==> src/rtl/video_timing.sv <==
`timescale 1ns/1ps
// video_timing -- raster timing generator with double-buffered, run-time
// reloadable timing.
//
// A pixel/line counter pair (x, y) walks the frame one step per aclk cycle
// in which pix_ce is high. Blanking and sync flags are decoded combinationally
// from the counters against the *active* timing set. A new timing set is
// offered over a valid/ready handshake. If it is well ordered on both axes,
// it is parked in a shadow set. It then becomes active exactly at the next
// frame wrap, so a frame never mixes two timings. A badly ordered set is
// dropped and cfg_err pulses for one cycle.
//
// Optional feature: define VIDEO_TIMING_LINE_IRQ_EN to build a sticky line
// interrupt. The interrupt sets when (x == 0, y == irq_line) and clears on
// irq_ack; a set in the same cycle as an ack wins. Without the macro, irq is
// tied low and irq_line/irq_ack are ignored.
//
// Ports
//   aclk, aresetn        clock; asynchronous active-low reset
//   pix_ce               pixel clock enable
//   cfg_valid/cfg_ready  timing-set handshake (ready = shadow slot free)
//   cfg_h_*, cfg_v_*     offered timing: active, fp_end, sync_end, total
//   cfg_hpol, cfg_vpol   offered sync polarity (1 = active-high)
//   cfg_err              one-cycle pulse when an offered set is rejected
//   x, y                 current pixel / line
//   hblank, vblank, de   blanking flags and display enable
//   hsync, vsync         sync outputs with polarity applied
//   sol, sof             start-of-line / start-of-frame strobes
//   irq_line, irq_ack    line-compare value and interrupt clear
//   irq                  sticky line interrupt
module video_timing #(
  parameter int CW         = 12,
  parameter int H_ACTIVE   = 640,
  parameter int H_FP_END   = 656,
  parameter int H_SYNC_END = 752,
  parameter int H_TOTAL    = 800,
  parameter int V_ACTIVE   = 480,
  parameter int V_FP_END   = 490,
  parameter int V_SYNC_END = 492,
  parameter int V_TOTAL    = 525,
  parameter bit HPOL       = 1'b0,
  parameter bit VPOL       = 1'b0
) (
  input  logic          aclk,
  input  logic          aresetn,
  input  logic          pix_ce,
  input  logic          cfg_valid,
  output logic          cfg_ready,
  input  logic [CW-1:0] cfg_h_active,
  input  logic [CW-1:0] cfg_h_fp_end,
  input  logic [CW-1:0] cfg_h_sync_end,
  input  logic [CW-1:0] cfg_h_total,
  input  logic [CW-1:0] cfg_v_active,
  input  logic [CW-1:0] cfg_v_fp_end,
  input  logic [CW-1:0] cfg_v_sync_end,
  input  logic [CW-1:0] cfg_v_total,
  input  logic          cfg_hpol,
  input  logic          cfg_vpol,
  output logic          cfg_err,
  output logic [CW-1:0] x,
  output logic [CW-1:0] y,
  output logic          hblank,
  output logic          vblank,
  output logic          de,
  output logic          hsync,
  output logic          vsync,
  output logic          sol,
  output logic          sof,
  input  logic [CW-1:0] irq_line,
  input  logic          irq_ack,
  output logic          irq
);

  // One axis worth of timing. Both axes share the same shape, so index 0 is
  // horizontal and index 1 is vertical throughout this file.
  typedef struct packed {
    logic [CW-1:0] act;
    logic [CW-1:0] fp_end;
    logic [CW-1:0] sync_end;
    logic [CW-1:0] total;
    logic          pol;
  } axis_t;

  localparam axis_t DEF_H = '{act: CW'(H_ACTIVE), fp_end: CW'(H_FP_END),
                              sync_end: CW'(H_SYNC_END), total: CW'(H_TOTAL),
                              pol: HPOL};
  localparam axis_t DEF_V = '{act: CW'(V_ACTIVE), fp_end: CW'(V_FP_END),
                              sync_end: CW'(V_SYNC_END), total: CW'(V_TOTAL),
                              pol: VPOL};
  localparam axis_t [1:0] DEF_SET = {DEF_V, DEF_H};

  axis_t [1:0]         act_reg, act_next;
  axis_t [1:0]         shd_reg, shd_next;
  axis_t [1:0]         cfg_set;
  logic [1:0][CW-1:0]  pos;
  logic [CW-1:0]       x_reg, x_next;
  logic [CW-1:0]       y_reg, y_next;
  logic                pending_reg, pending_next;
  logic                cfg_err_reg, cfg_err_next;
  logic [1:0]          axis_ok;
  logic [1:0]          blank;
  logic [1:0]          sync_raw;
  logic [1:0]          sync_out;
  logic                x_last, y_last, xfer, cfg_ok;

  assign cfg_set[0] = '{act: cfg_h_active, fp_end: cfg_h_fp_end,
                        sync_end: cfg_h_sync_end, total: cfg_h_total,
                        pol: cfg_hpol};
  assign cfg_set[1] = '{act: cfg_v_active, fp_end: cfg_v_fp_end,
                        sync_end: cfg_v_sync_end, total: cfg_v_total,
                        pol: cfg_vpol};
  assign pos = {y_reg, x_reg};

  genvar gi;
  generate
    for (gi = 0; gi < 2; gi++) begin : g_axis
      // Offered set must satisfy 0 < active <= fp_end <= sync_end < total.
      assign axis_ok[gi] = (cfg_set[gi].act != '0) &&
                           (cfg_set[gi].act <= cfg_set[gi].fp_end) &&
                           (cfg_set[gi].fp_end <= cfg_set[gi].sync_end) &&
                           (cfg_set[gi].sync_end < cfg_set[gi].total);
      assign blank[gi]    = (pos[gi] >= act_reg[gi].act);
      assign sync_raw[gi] = (pos[gi] >= act_reg[gi].fp_end) &&
                            (pos[gi] < act_reg[gi].sync_end);
      // XNOR: with pol = 0 the output is driven low while sync is active.
      assign sync_out[gi] = ~(sync_raw[gi] ^ act_reg[gi].pol);
    end
  endgenerate

  assign cfg_ok = &axis_ok;
  assign xfer   = cfg_valid & ~pending_reg;
  assign x_last = (x_reg == act_reg[0].total - CW'(1));
  assign y_last = (y_reg == act_reg[1].total - CW'(1));

  always_comb begin
    x_next       = x_reg;
    y_next       = y_reg;
    act_next     = act_reg;
    shd_next     = shd_reg;
    pending_next = pending_reg;
    cfg_err_next = 1'b0;

    // The handshake runs regardless of pix_ce. A transfer can only happen with
    // pending low, so it never collides with the shadow-to-active copy below.
    if (xfer) begin
      if (cfg_ok) begin
        shd_next     = cfg_set;
        pending_next = 1'b1;
      end else begin
        cfg_err_next = 1'b1;
      end
    end

    if (pix_ce) begin
      if (x_last) begin
        x_next = '0;
        if (y_last) begin
          y_next = '0;
          // The swap uses the pending flag registered before this edge.
          // A set accepted in the wrap cycle therefore waits one full frame.
          if (pending_reg) begin
            act_next     = shd_reg;
            pending_next = 1'b0;
          end
        end else begin
          y_next = y_reg + CW'(1);
        end
      end else begin
        x_next = x_reg + CW'(1);
      end
    end
  end

  always_ff @(posedge aclk or negedge aresetn) begin
    if (!aresetn) begin
      x_reg       <= '0;
      y_reg       <= '0;
      act_reg     <= DEF_SET;
      shd_reg     <= DEF_SET;
      pending_reg <= 1'b0;
      cfg_err_reg <= 1'b0;
    end else begin
      x_reg       <= x_next;
      y_reg       <= y_next;
      act_reg     <= act_next;
      shd_reg     <= shd_next;
      pending_reg <= pending_next;
      cfg_err_reg <= cfg_err_next;
    end
  end

  assign x         = x_reg;
  assign y         = y_reg;
  assign hblank    = blank[0];
  assign vblank    = blank[1];
  assign de        = ~blank[0] & ~blank[1];
  assign hsync     = sync_out[0];
  assign vsync     = sync_out[1];
  assign sol       = pix_ce & (x_reg == '0);
  assign sof       = sol & (y_reg == '0);
  assign cfg_ready = ~pending_reg;
  assign cfg_err   = cfg_err_reg;

`ifdef VIDEO_TIMING_LINE_IRQ_EN
  logic irq_reg;

  always_ff @(posedge aclk or negedge aresetn) begin
    if (!aresetn) begin
      irq_reg <= 1'b0;
    end else if (sol && (y_reg == irq_line)) begin
      irq_reg <= 1'b1;
    end else if (irq_ack) begin
      irq_reg <= 1'b0;
    end
  end

  assign irq = irq_reg;
`else
  logic unused_irq_inputs;
  assign unused_irq_inputs = &{1'b0, irq_line, irq_ack};
  assign irq = 1'b0;
`endif

endmodule

==> config.mk <==
export PLATFORM = sky130hd
export DESIGN_NAME = video_timing
export DESIGN_NICKNAME = d
export VERILOG_FILES = /design/src/rtl/video_timing.sv
export SDC_FILE = /design/constraint.sdc
export NUM_CORES = 1
export LEC_CHECK = 0
export ABC_AREA = 1
export CAP_MARGIN = 20
export CORE_ASPECT_RATIO = 1.2
export CORE_MARGIN = 10
export CORE_UTILIZATION = 60
export CTS_CLUSTER_DIAMETER = 120
export DETAILED_ROUTE_END_ITERATION = 10
export HOLD_SLACK_MARGIN = 0.1
export PLACE_DENSITY = 0.84
export SLEW_MARGIN = 20
export SYNTH_ARGS = -nofsm -noshare
export SYNTH_HDL_FRONTEND = slang
export SYNTH_SLANG_ARGS = --single-unit
==> constraint.sdc <==
create_clock -name aclk -period 6.5 [get_ports aclk]
set_input_delay 1.3 -clock aclk [delete_from_list [all_inputs] [get_ports aclk]]
set_output_delay 1.3 -clock aclk [all_outputs]
set_load 0.005 [all_outputs]
==> results of run 1 <==
[final cells by class]
| class | count | area [um^2] | area share |
|---|---|---|---|
| Inverter | 242 | 908 | 0.0546 |
| Multi-Input combinational cell | 1347 | 7490 | 0.451 |
| Tap cell | 320 | 400 | 0.0241 |
| Sequential cell | 222 | 5640 | 0.339 |
| Clock buffer | 31 | 626 | 0.0376 |
| Clock inverter | 9 | 130 | 0.00782 |
| Timing Repair Buffer | 143 | 1440 | 0.0864 |
[critical path: cells and delay by family]
kind,cells,cell delay [ps]
and+or+nand+nor,3,550
buffers and inverters,3,1610
[power breakdown]
part           internal, mW  switching (mW)  total, mW
Combinational         0.451           0.664       1.11
Clock                 0.794           0.550       1.34
Sequential             1.78           0.346       2.13
[logic make-up (layout without fill, tap and decap cells)]
group / after synthesis / after routing / synth area share
buffers and inverters: 334 / 425 / 0.0911
and+or+nand+nor: 1051 / 1051 / 0.325
adders and majority gates: 146 / 146 / 0.127
DFF: 222 / 222 / 0.391
AOI/OAI and AO/OA: 113 / 113 / 0.0428
xor gates and xnor gates: 36 / 36 / 0.0229
other: 1 / 1 / 0.000260
[worst max-delay path by stage]
stage	end	slack, ps	cells past startpoint
after floorplan	shd_reg[28]$_DFFE_PN0P_	3330	14
after global placement	sof	1700	6
after detailed placement	sof	1680	6
after CTS	sof	1670	6
after global routing	sof	1610	6
final	sof	1730	6
[routing by layer]
metal,share of wire,vias to the layer above,wire (um)
li1,-,6407,-
met1,0.43,6325,16800
met2,0.47,479,18400
met3,0.077,77,3030
met4,0.029,0,1130
met5,0,-,0
[metrics by stage]
step | utilization | total power [mW] | std cells
finish | 0.698 | 4.59 | 2314
detailed placement | 0.667 | 3.23 | 2274
floorplan | - | 2.73 | 1903
CTS | 0.698 | 4.57 | 2314
global route | 0.698 | 4.84 | 2314
global placement | 0.666 | 3.16 | 2273
[placed cells by master (no fill, tap or decap), types with 2 or more instances in the layout]
| cell | count |
|---|---|
| o211ai_1 | 3 |
| clkbuf_8 | 3 |
| inv_1 | 232 |
| nor2_2 | 4 |
| nor2_4 | 4 |
| a211oi_1 | 4 |
| buf_12 | 2 |
| clkinv_1 | 2 |
| dfrtp_1 | 156 |
| nand3b_1 | 6 |
| clkbuf_16 | 23 |
| xor2_1 | 27 |
| ha_1 | 146 |
| nand3_1 | 69 |
| nor2_1 | 103 |
| clkbuf_1 | 6 |
| o21ai_0 | 32 |
| o21a_1 | 2 |
| nand3_2 | 2 |
| xnor2_1 | 8 |
| nand2_1 | 612 |
| dfstp_2 | 66 |
| o221ai_1 | 2 |
| a21oi_1 | 60 |
| bufinv_16 | 3 |
| a21boi_0 | 3 |
| nand4_1 | 217 |
| inv_2 | 8 |
| nor3_1 | 23 |
| nand2_2 | 3 |
| o21ai_1 | 2 |
| or2_2 | 2 |
| nor4_1 | 4 |
| clkinv_2 | 3 |
| o31ai_1 | 4 |
| clkdlybuf4s50_1 | 133 |
| clkinv_4 | 2 |
| buf_4 | 7 |
==> out/metrics.yaml, run 1 <==
setup_path:
  setup.worst_path.start: "pix_ce"
  worstSetupPathType: "in -> out"
  endpoint_kind: "output port"
  r2r_start: "act_reg[1]$_DFFE_PN0P_"
  start_kind: "primary input"
  reg2reg_to: "act_reg[61]$_DFFE_PN0P_"
  crit_path_cell_trace: "clkdlybuf4s50_1 -> inv_1 -> nor4_1 -> nand3_1 -> nor2_1 -> clkdlybuf4s50_1"
  cp_slowest_cell: "clkdlybuf4s50_1"
  cp_slowest_stage_delay_ps: 840
  cp_common_cell: "clkdlybuf4s50_1"
  r2r_cells: 13
  cp.arrival_ps: 3470
  cp.required_ps: 5200
  critPathMaxFanout: 14
  reg2reg_slack_ps: 2830
global_routing:
  track_usage: 0.253
  met2_usage: 0.413
  grt_max_degree: 175
  grt_pass1_wl_um: 64500
  top_usage_layer: "met2"
  grt_pass1_vias: 12800
  grt_use_met3: 0.0424
  gr-total-overflow: 0
  antenna_found_initial: 0
  grtUsageMet1: 0.337
placed_design:
  dp_worst_setup_slack_ps: 1680
  postPlaceCellArea_um2: 15900
  hpwl_um: 28300
  gp_congestion: 0.892
  portBuffers: 134
pwr:
  power_density_nw_per_um2: 276
  leakage_nw: 8.63
  ir_worst_vdd_uv: 198
hold_path:
  hold_class: "reg -> reg"
  hp-start: "shd_reg[22]$_DFFE_PN1P_"
  hold_depth: 2
  min_to: "shd_reg[22]$_DFFE_PN1P_"
yosys:
  synth_cell_type_count: 37
  async_flop_share: 1.00
  yosysMostFrequentCell: "nand2_1"
  seq_area_frac_synth: 0.391
  yosys_register_bits: 222
  synth_area_um2: 14400
  yosys.area.top_type: "dfrtp_1"
  synth_top_cell_area_share: 0.271
  yosys_warnings: 0
  synth-edff-count: 0
  syn-num-nets: 2164
  synth_commonest_cells: "612 x nand2_1, 232 x inv_1, 217 x nand4_1"
  synth_area_leaders: "dfrtp_1 27%, nand2_1 16%, ha_1 13%, dfstp_2 12%, nand4_1 9.4%"
  syn_area_per_cell_um2: 7.58
  synth-main-ff-cell: "dfrtp_1"
  synthCells: 1903
cells_and_area:
  nets: 2239
  final_area_um2: 16600
  n_antenna_cell: 0
  area_delta_synth_final_pct: 15.3
  drive_gt1_frac: 0.0677
  final.fill_count: 1895
die:
  core-area_um2: 23800
  die_w_um: 162
  io_pins: 149
  die_h_um: 190
  start_util: 0.606
  rows: 62
  die_area_um2: 30700
routing:
  via_count: 13300
  ant_nets: 0
  via_per_inst: 5.74
  wl_per_cell_um: 17.0
  drtIter0Drc: 1182
  dr.pass1.iters: 5
  drc: 0
  wl_um: 39300
run:
  cap_violations: 0
timing:
  fin_crit_ps: 4770
  setup_tns_ps: 0
  max_freq_mhz: 210
  worst_slack_ps: 1730
  slew_headroom: 0.304
  finClkSkew_ps: 21.6
  slew_viol_final: 0
  hold_slack_ps: 462
  rsz0062_at_grt: "false"
  final_hold_viol_count: 0
  worstMarginPinSlew_ps: 1040
  setup_viol: 0
  fin_crit_sh: 0.734
clock_network:
  h-tree-depth: 1
  postCtsHoldBufs: 0
  post-cts-setup-buffers: 0
  cts_buffers: 22
  ctsLongestPathBuffers: 3
  cts.repair.resized: 0
  cts_tree: "built"
  clockRootBuffer: "clkbuf_16"
  path_clk_slew_ps: 60
  cts_sinks: 222
  clk_latency_ps: 520
outcome:
  outcome: "completed"
(Power assumes the default switching activity.)
==> run 2, diff against run 1 <==
Settings changed: CORE_UTILIZATION 60 to 58, PLACE_DENSITY 0.84 to 0.81.
Clock period 6.5 ns to 4.7 ns, I/O delays scaled along.
==> run 2 against run 1 <==
Total power up 36%. Final cell count increased by 0.56%. Setup slack worse by 920 ps. Worst hold slack about the same. Sequential share of layout area decreased by 0.10 points. Global-route usage is 0.31 points lower. Via count shrank 0.61%. Largest cell class unchanged.
==> out/metrics.yaml, run 2 (same netlist as run 1, synthesis figures left out) <==
routing:
  drtIter0Drc: 952  # -19%
  drc: 0  # unchanged
  ant_nets: 0  # unchanged
  via_per_inst: 5.68  # -1.2%
  dr.pass1.iters: 6  # +1
  wl_per_cell_um: 17.0  # about the same
  via_count: 13200  # -0.61%
  wl_um: 39500  # +0.56%
setup_path:
  cp.required_ps: 3760  # -1440 ps
  cp_common_cell: "nand2_1"
  cp_slowest_cell: "dfrtp_1"
  endpoint_kind: "output port"
  cp.buffers_inverters: 1  # -2
  critPathMaxFanout: 10  # -4
  cp.arrival_ps: 2950  # -520 ps
  cp_slowest_stage_delay_ps: 640  # -200 ps
  start_kind: "flip-flop"
  worstSetupPathType: "reg -> out"
  crit_path_cell_trace: "ha_1 -> a21oi_1 -> nor2_1 -> a211oi_1 -> nand4_1 -> nand2_1 -> nand2_1 -> nand2_1 -> clkdlybuf4s50_1"
  cpLargestDelayFamily: "flip-flops"
pwr:
  leakage_nw: 8.64  # +0.11%
  ir_worst_vdd_uv: 287  # +45%
  total_power_mw: 6.26  # +36%
  power_density_nw_per_um2: 375  # +36%
clock_network:
  post-cts-setup-buffers: 0  # unchanged
  h-tree-depth: 1  # unchanged
  cts_sinks: 222  # unchanged
  cts_buffers: 23  # +4.5%
  ctsLongestPathBuffers: 3  # unchanged
  clockRootBuffer: "clkbuf_16"
  clk_latency_ps: 520  # about the same
  cts.repair.resized: 0  # unchanged
  cts_tree: "built"
  path_clk_slew_ps: 60  # about the same
  postCtsHoldBufs: 0  # unchanged
timing:
  worstMarginPinSlew_ps: 1090  # +47.0 ps
  final_hold_viol_count: 0  # unchanged
  fin_crit_ps: 3890
  finClkSkew_ps: 26.4  # +4.81 ps
  fin_crit_sh: 0.827
  slew_headroom: 0.275  # -0.0297
  setup_viol: 0  # unchanged
  hold_slack_ps: 462  # -0.343 ps
  setup_tns_ps: 0  # unchanged
  max_freq_mhz: 257
  rsz0062_at_grt: "false"
  slew_viol_final: 0  # unchanged
cells_and_area:
  nets: 2246  # +0.31%
  area_delta_synth_final_pct: 15.7
  mostFrequentLayoutCell: "nand2_1"
  layout_common_cells: "612 x nand2_1, 232 x inv_1, 217 x nand4_1"
  n_antenna_cell: 0  # unchanged
  final.fill_count: 2041  # +7.7%
  drive_gt1_frac: 0.0709  # +0.00323
  seqCellArea_um2: 5640  # unchanged
  final_area_um2: 16700  # +0.30%
  multiInputGateArea_um2: 7500  # +0.10%
die:
  die_h_um: 193  # +1.5%
  core-area_um2: 24600  # +3.3%
  die_w_um: 164  # +1.5%
  die_area_um2: 31600  # +3.0%
  rows: 63  # +1.6%
  io_pins: 149  # unchanged
  start_util: 0.586  # -0.0192
global_routing:
  antenna_found_initial: 0  # unchanged
  grt_pass1_vias: 12600  # -1.4%
  grt_pass1_wl_um: 64500  # about the same
  grt_max_degree: 121  # -31%
  gr-total-overflow: 0  # unchanged
  track_usage: 0.250  # -0.00315
placed_design:
  hpwl_um: 28800  # +1.9%
  portBuffers: 134  # unchanged
  postPlaceCellArea_um2: 15900  # +0.40%
  gp_congestion: 0.926  # +3.8%
hold_path:
  hold_class: "reg -> reg"
run:
  cap_violations: 0  # unchanged
outcome:
  outcome: "completed"
==> run 2: cell count changes in the layout (fill, tap and decap cells not counted), sizes merged <==
cell and delta:
buf +6, clkinvlp +3, bufinv -2, clkbuf +1, clkinv -1, inv +1
==> run 2: layer usage <==
layer  track usage  wire (um)  part of all wire
met1         0.340      17100              0.43
met2         0.398      18200              0.46
met3        0.0403       2970             0.075
met4        0.0857       1220             0.031
met5             0          0                 0
==> run 2: tightest hold or removal path, cell delays in order, from the launching register on <==
cell	delay [ps]
dfstp_2	370
nand2_1	50
nand2_1	40
==> run 2: worst paths after layout <==
path                       slack [ps]                     from  cells past startpoint                       to
max                               810         x[9]$_DFFE_PN0P_                      9                    hsync
min in group asynchronous         540                  aresetn                      1  shd_reg[28]$_DFFE_PN0P_
min reg2reg                       460  act_reg[20]$_DFFE_PN1P_                      2  act_reg[20]$_DFFE_PN1P_
min                               460  act_reg[20]$_DFFE_PN1P_                      2  act_reg[20]$_DFFE_PN1P_
max reg2reg                       940   act_reg[1]$_DFFE_PN0P_                     13        y[10]$_DFFE_PN0P_
max in group asynchronous        3210                  aresetn                      2  act_reg[20]$_DFFE_PN1P_
==> run 2: metrics by stage <==
step	cells	worst slack (ps)	util
2_1_floorplan	1903	1890	-
3_3_place_gp	2284	811	0.648
4_1_cts	2326	840	0.678
3_5_place_dp	2284	749	0.648
6_report	2327	814	0.678
5_1_grt	2327	492	0.678
==> run 2: layout make-up <==
class / instances / area share
clock buffer: 32 / 0.0377
clock inverter: 10 / 0.00555
inverter: 242 / 0.0544
multi-input combinational: 1347 / 0.450
sequential: 222 / 0.338
tap: 325 / 0.0244
timing repair buffer: 149 / 0.0904
==> run 2: where the power goes <==
group	switching, mW	internal (mW)
clock network	0.764	0.999
logic	0.916	0.631
registers	0.482	2.47
==> run 3, diff against run 2 <==
Settings changed: CORE_UTILIZATION 58 to 53, PLACE_DENSITY 0.81 to 0.78.
Clock period 4.7 ns to 3.34 ns, I/O delays scaled along.
==> run 3 against run 2 <==
Clock power up 54%. Critical path depth down 1. Final cell count up 1.7%. Design area up 2.7%. Total power up 47%. Via count down 0.14%. Utilization down 4.4 points. Routed wire length up 1.8%. Global-route usage down 1.6 points. Sequential share of layout area down 0.83 points. Sequential power up 40%. Setup slack worse by 710 ps. Critical path type unchanged. Highest routed layer unchanged.
==> out/metrics.yaml, run 3 (same netlist as run 1, synthesis figures left out) <==
cells_and_area:
  multiInputGateArea_um2: 7540  # +0.52%
  n_antenna_cell: 0  # unchanged
  area_delta_synth_final_pct: 18.8
  nets: 2272  # +1.2%
  mostFrequentLayoutCell: "nand2_1"
  final.fill_count: 2247  # +10%
  layout_common_cells: "611 x nand2_1, 231 x inv_1, 217 x nand4_1"
  postLayoutCoreUtil: 0.635  # -0.0436
  seqCellArea_um2: 5650  # +0.20%
  drive_gt1_frac: 0.0932  # +0.0223
routing:
  via_per_inst: 5.57  # -1.8%
  drc: 0  # unchanged
  dr.pass1.iters: 5  # -1
  via_count: 13200  # -0.14%
  wl_um: 40200  # +1.8%
  drtIter0Drc: 1032  # +8.4%
  ant_nets: 0  # unchanged
  wl_per_cell_um: 17.0  # about the same
timing:
  worstMarginPinSlew_ps: 688  # -400 ps
  max_freq_mhz: 309
  slew_headroom: 0.541  # +0.267
  fin_crit_ps: 3240
  rsz0062_at_grt: "false"
  fin_crit_sh: 0.969
  slew_viol_final: 0  # unchanged
  final_hold_viol_count: 0  # unchanged
  setup_viol: 0  # unchanged
  hold_slack_ps: 186  # -276 ps
  finClkSkew_ps: 12.1  # -14.3 ps
pwr:
  ir_worst_vdd_uv: 375  # +30%
  power_density_nw_per_um2: 537  # +43%
  leakage_nw: 8.85  # +2.5%
placed_design:
  hpwl_um: 30000  # +4.3%
  gp_congestion: 0.896  # -3.3%
  portBuffers: 134  # unchanged
clock_network:
  clockRootBuffer: "clkbuf_16"
  path_clk_slew_ps: 70  # about the same
  postCtsHoldBufs: 0  # unchanged
  h-tree-depth: 1  # unchanged
  cts_tree: "built"
  ctsLongestPathBuffers: 3  # unchanged
  cts_buffers: 22  # -4.3%
  cts_sinks: 222  # unchanged
  clk_latency_ps: 510  # about the same
setup_path:
  critPathMaxFanout: 8  # -2
  r2r_cells: 13  # unchanged
  cp.arrival_ps: 2570  # -380 ps
  start_kind: "flip-flop"
  cp.required_ps: 2670  # -1090 ps
  endpoint_kind: "output port"
  worstSetupPathType: "reg -> out"
global_routing:
  grt_pass1_wl_um: 66200  # +2.6%
  antenna_found_initial: 0  # unchanged
  track_usage: 0.235  # -0.0157
  gr-total-overflow: 0  # unchanged
  grt_max_degree: 100  # -17%
  grt_pass1_vias: 12900  # +2.1%
die:
  die_area_um2: 34200  # +8.3%
  core-area_um2: 27000  # +9.8%
  io_pins: 149  # unchanged
  rows: 66  # +4.8%
  die_w_um: 171  # +4.0%
  die_h_um: 201  # +4.1%
  start_util: 0.534  # -0.0523
hold_path:
  hold_class: "in -> async"
outcome:
  outcome: "completed"
run:
  cap_violations: 0  # unchanged
## run 3: changes by cell type in the layout (fill, tap and decap cells not counted), sizes merged
cell / change
buf: +27
bufinv: +3
clkinvlp: -3
clkdlybuf4s50: -2
clkbuf: -1
dlygate4sd2: +1
dlymetal6s2s: +1
inv: -1
## run 3: worst max-delay path, cell delays in order (launching register included)
cell and delay [ps]:
dfrtp_2 430, buf_4 180, ha_1 300, a21oi_1 110, o21ai_0 100, nand2_1 70
nand4_1 200, nor2_1 150, clkdlybuf4s50_1 510
## run 3: routing by layer
layer / part of all wire / routed length [um] / vias to the layer above / GRT usage
met5: 0 / 0 / - / 0
met4: 0.029 / 1180 / 0 / 0.0769
met3: 0.054 / 2160 / 75 / 0.0311
met2: 0.46 / 18400 / 402 / 0.369
met1: 0.46 / 18500 / 6225 / 0.325
li1: - / - / 6486 / -
## run 3: where the power goes
part / switching, mW / internal [mW] / total [mW]
clock network: 1.06 / 1.66 / 2.71
logic: 1.38 / 0.985 / 2.37
registers: 0.655 / 3.48 / 4.13
total: 3.09 / 6.12 / 9.21
## run 3: area by class of cell
type	count	area share
multi-input combinational	1347	0.440
clock inverter	9	0.00861
timing repair buffer	176	0.106
sequential	222	0.330
clock buffer	31	0.0377
inverter	242	0.0530
tap	340	0.0248
## run 3: worst paths after layout
kind / startpoint / endpoint / slack [ps]
min in group aclk: act_reg[80]$_DFFE_PN1P_ / act_reg[80]$_DFFE_PN1P_ / 460
setup reg to reg: act_reg[1]$_DFFE_PN0P_ / y[0]$_DFFE_PN0P_ / 480
setup / recovery: y[7]$_DFFE_PN0P_ / de / 100
hold reg to reg: act_reg[80]$_DFFE_PN1P_ / act_reg[80]$_DFFE_PN1P_ / 460
hold / removal: aresetn / shd_reg[7]$_DFFE_PN0P_ / 190
max in group asynchronous: aresetn / act_reg[10]$_DFFE_PN1P_ / 2280
## run 3: timing repair
item                       CTS  global route
pin swaps                    0             5
buffers inserted             0             6
setup endpoints to repair    4             6
gates resized for setup      7            14
## run 3: stage by stage
stage	area [um^2]	total power, mW	cells	worst slack, ps	setup TNS [ps]
floorplan	14400	5.31	1903	804	0
finish	17100	9.21	2367	102	0
CTS	17100	9.15	2361	-55.3	-55.3
global placement	16300	6.32	2321	134	0
global route	17100	9.72	2367	0.788	0
detailed placement	16300	6.43	2321	94.6	0
==> RTL change: new RTL, config.mk and constraints of run 1 <==
Put a register stage on the outputs `hsync` and `vsync`, without a reset. The values now appear one clock later. The other outputs are not delayed to match.
--- a/src/rtl/video_timing.sv
+++ b/src/rtl/video_timing.sv
@@ -194,8 +194,10 @@
   assign hblank    = blank[0];
   assign vblank    = blank[1];
   assign de        = ~blank[0] & ~blank[1];
-  assign hsync     = sync_out[0];
-  assign vsync     = sync_out[1];
+  always_ff @(posedge aclk) begin
+    hsync <= sync_out[0];
+    vsync <= sync_out[1];
+  end
   assign sol       = pix_ce & (x_reg == '0);
   assign sof       = sol & (y_reg == '0);
   assign cfg_ready = ~pending_reg;
Formal check against the unedited RTL: no difference found for any inputs over 10 cycles, from zero or initial values and one cycle with aresetn low; that may be too few to reach the edited logic, so the function may still have changed.
==> RTL change against run 1 <==
  * Power increased by 0.61%
  * Cell area increased by 0.26%
  * Setup slack lost 62 ps
  * Fmax shrank 1.3%
  * Wire length is 2.6% higher
  * Sequential cell count increased by 2
  * Sequential share of layout area rose by 0.15 points
  * Synthesized area increased by 0.28%
  * Critical path type unchanged
==> RTL change: results (changes against run 1) <==
R2R Setup Slk 2830 ps (about the same); Sink Count 224 (+0.90%); Hold EP act_reg[29]; bufs w/o clock 144 (+0.70%); # clk buffers 36 (+16%); post-cts hold buffer count 0 (unchanged); Slew HR 0.313 (+0.00869); Synth cell types 38 (+2.7%); post-DR vias/cell 5.76 (+0.27%); peak supply drop 221 uV (+12%); wire per inst 17.4 um (+2.4%); top cells by area, synth dfrtp_1 27%, nand2_1 16%, ha_1 13%, dfstp_2 12%, nand4_1 9.4%; ClkCell Share 0.0458 (+0.000331); initial drt markers 1,205 (+1.9%); Worst Hold Launch act_reg[29]; comb_multi_in 1,347 (unchanged); status completed; crit path from pix_ce; buffer share of cell area 0.0859 (-0.000527); sequential area share after synthesis 0.393 (+0.00169); Reg-to-Reg End act_reg[88]; GRT Resource Usage Total 0.258 (+0.00450); Hold Slack 464 ps (+1.68 ps); largest net degree at the start of global routing 108 (-38%); R2R cell count 13 (unchanged); Clk Latency, worst-skew pair between 500 and 600 ps; Synth async-reset ratio 0.991 (-0.00893); invs w/o clock 242 (unchanged); first-pass GRT wire length 65,400 um (+1.5%); arrival time at the worst endpoint 3530 ps (+60 ps); Fillers 1,909 (+0.74%); Synth Area in Compound Gates 0.0426 (-0.000118); Worst Skew 20.2 ps (-1.41 ps); Adder-Cell Fraction of Synth Area 0.126 (-0.000351); static leakage 8.65 nW (+0.27%); Sequential Area 5680 um^2 (+0.71%); Final HPWL DP 28,500 um (+0.71%); share of layout cells above drive strength 1 0.0681 (+0.000365); GPL Wtd Cong 0.949 (+6.5%); Psw 0.00157 W (+0.62%); YS warnings 0 (unchanged); vias in the first global route 12,600 (-1.6%); XOR/XNOR share of the synthesized area 0.0228 (-0.0000634); Final #Nets 2,243 (+0.18%); Ant. Diodes 0 (unchanged); fraction of area in multi-input gates 0.449 (-0.00118); total CTS buffers 23 (+4.5%)
-- RTL change: cell types whose count changed after synthesis --
cell     delta
dfxtp_1     +2
-- RTL change: routing by layer --
layer  wire (um)  global-route usage  part of all wire
met1       17500               0.359              0.43
met2       18600               0.407              0.46
met3        2940              0.0365             0.073
met4        1230              0.0865             0.030
met5           0                   0                 0
-- RTL change: stage by stage --
| stage | util | instances | power, W | setup WS (ps) | area, um^2 |
|---|---|---|---|---|---|
| floorplan | - | 1905 | 0.00274 | 3330 | 14500 |
| global placement | 0.667 | 2276 | 0.00318 | 1680 | 15900 |
| detailed placement | 0.668 | 2277 | 0.00325 | 1680 | 15900 |
| CTS | 0.700 | 2318 | 0.00460 | 1660 | 16700 |
| global route | 0.700 | 2318 | 0.00487 | 1560 | 16700 |
| finish | 0.700 | 2318 | 0.00462 | 1670 | 16700 |
-- RTL change: worst max-delay path: stages --
cell	delay, ps
clkdlybuf4s50_1	850
inv_1	240
nor4_1	290
nand3_1	200
nor2_1	130
clkdlybuf4s50_1	520
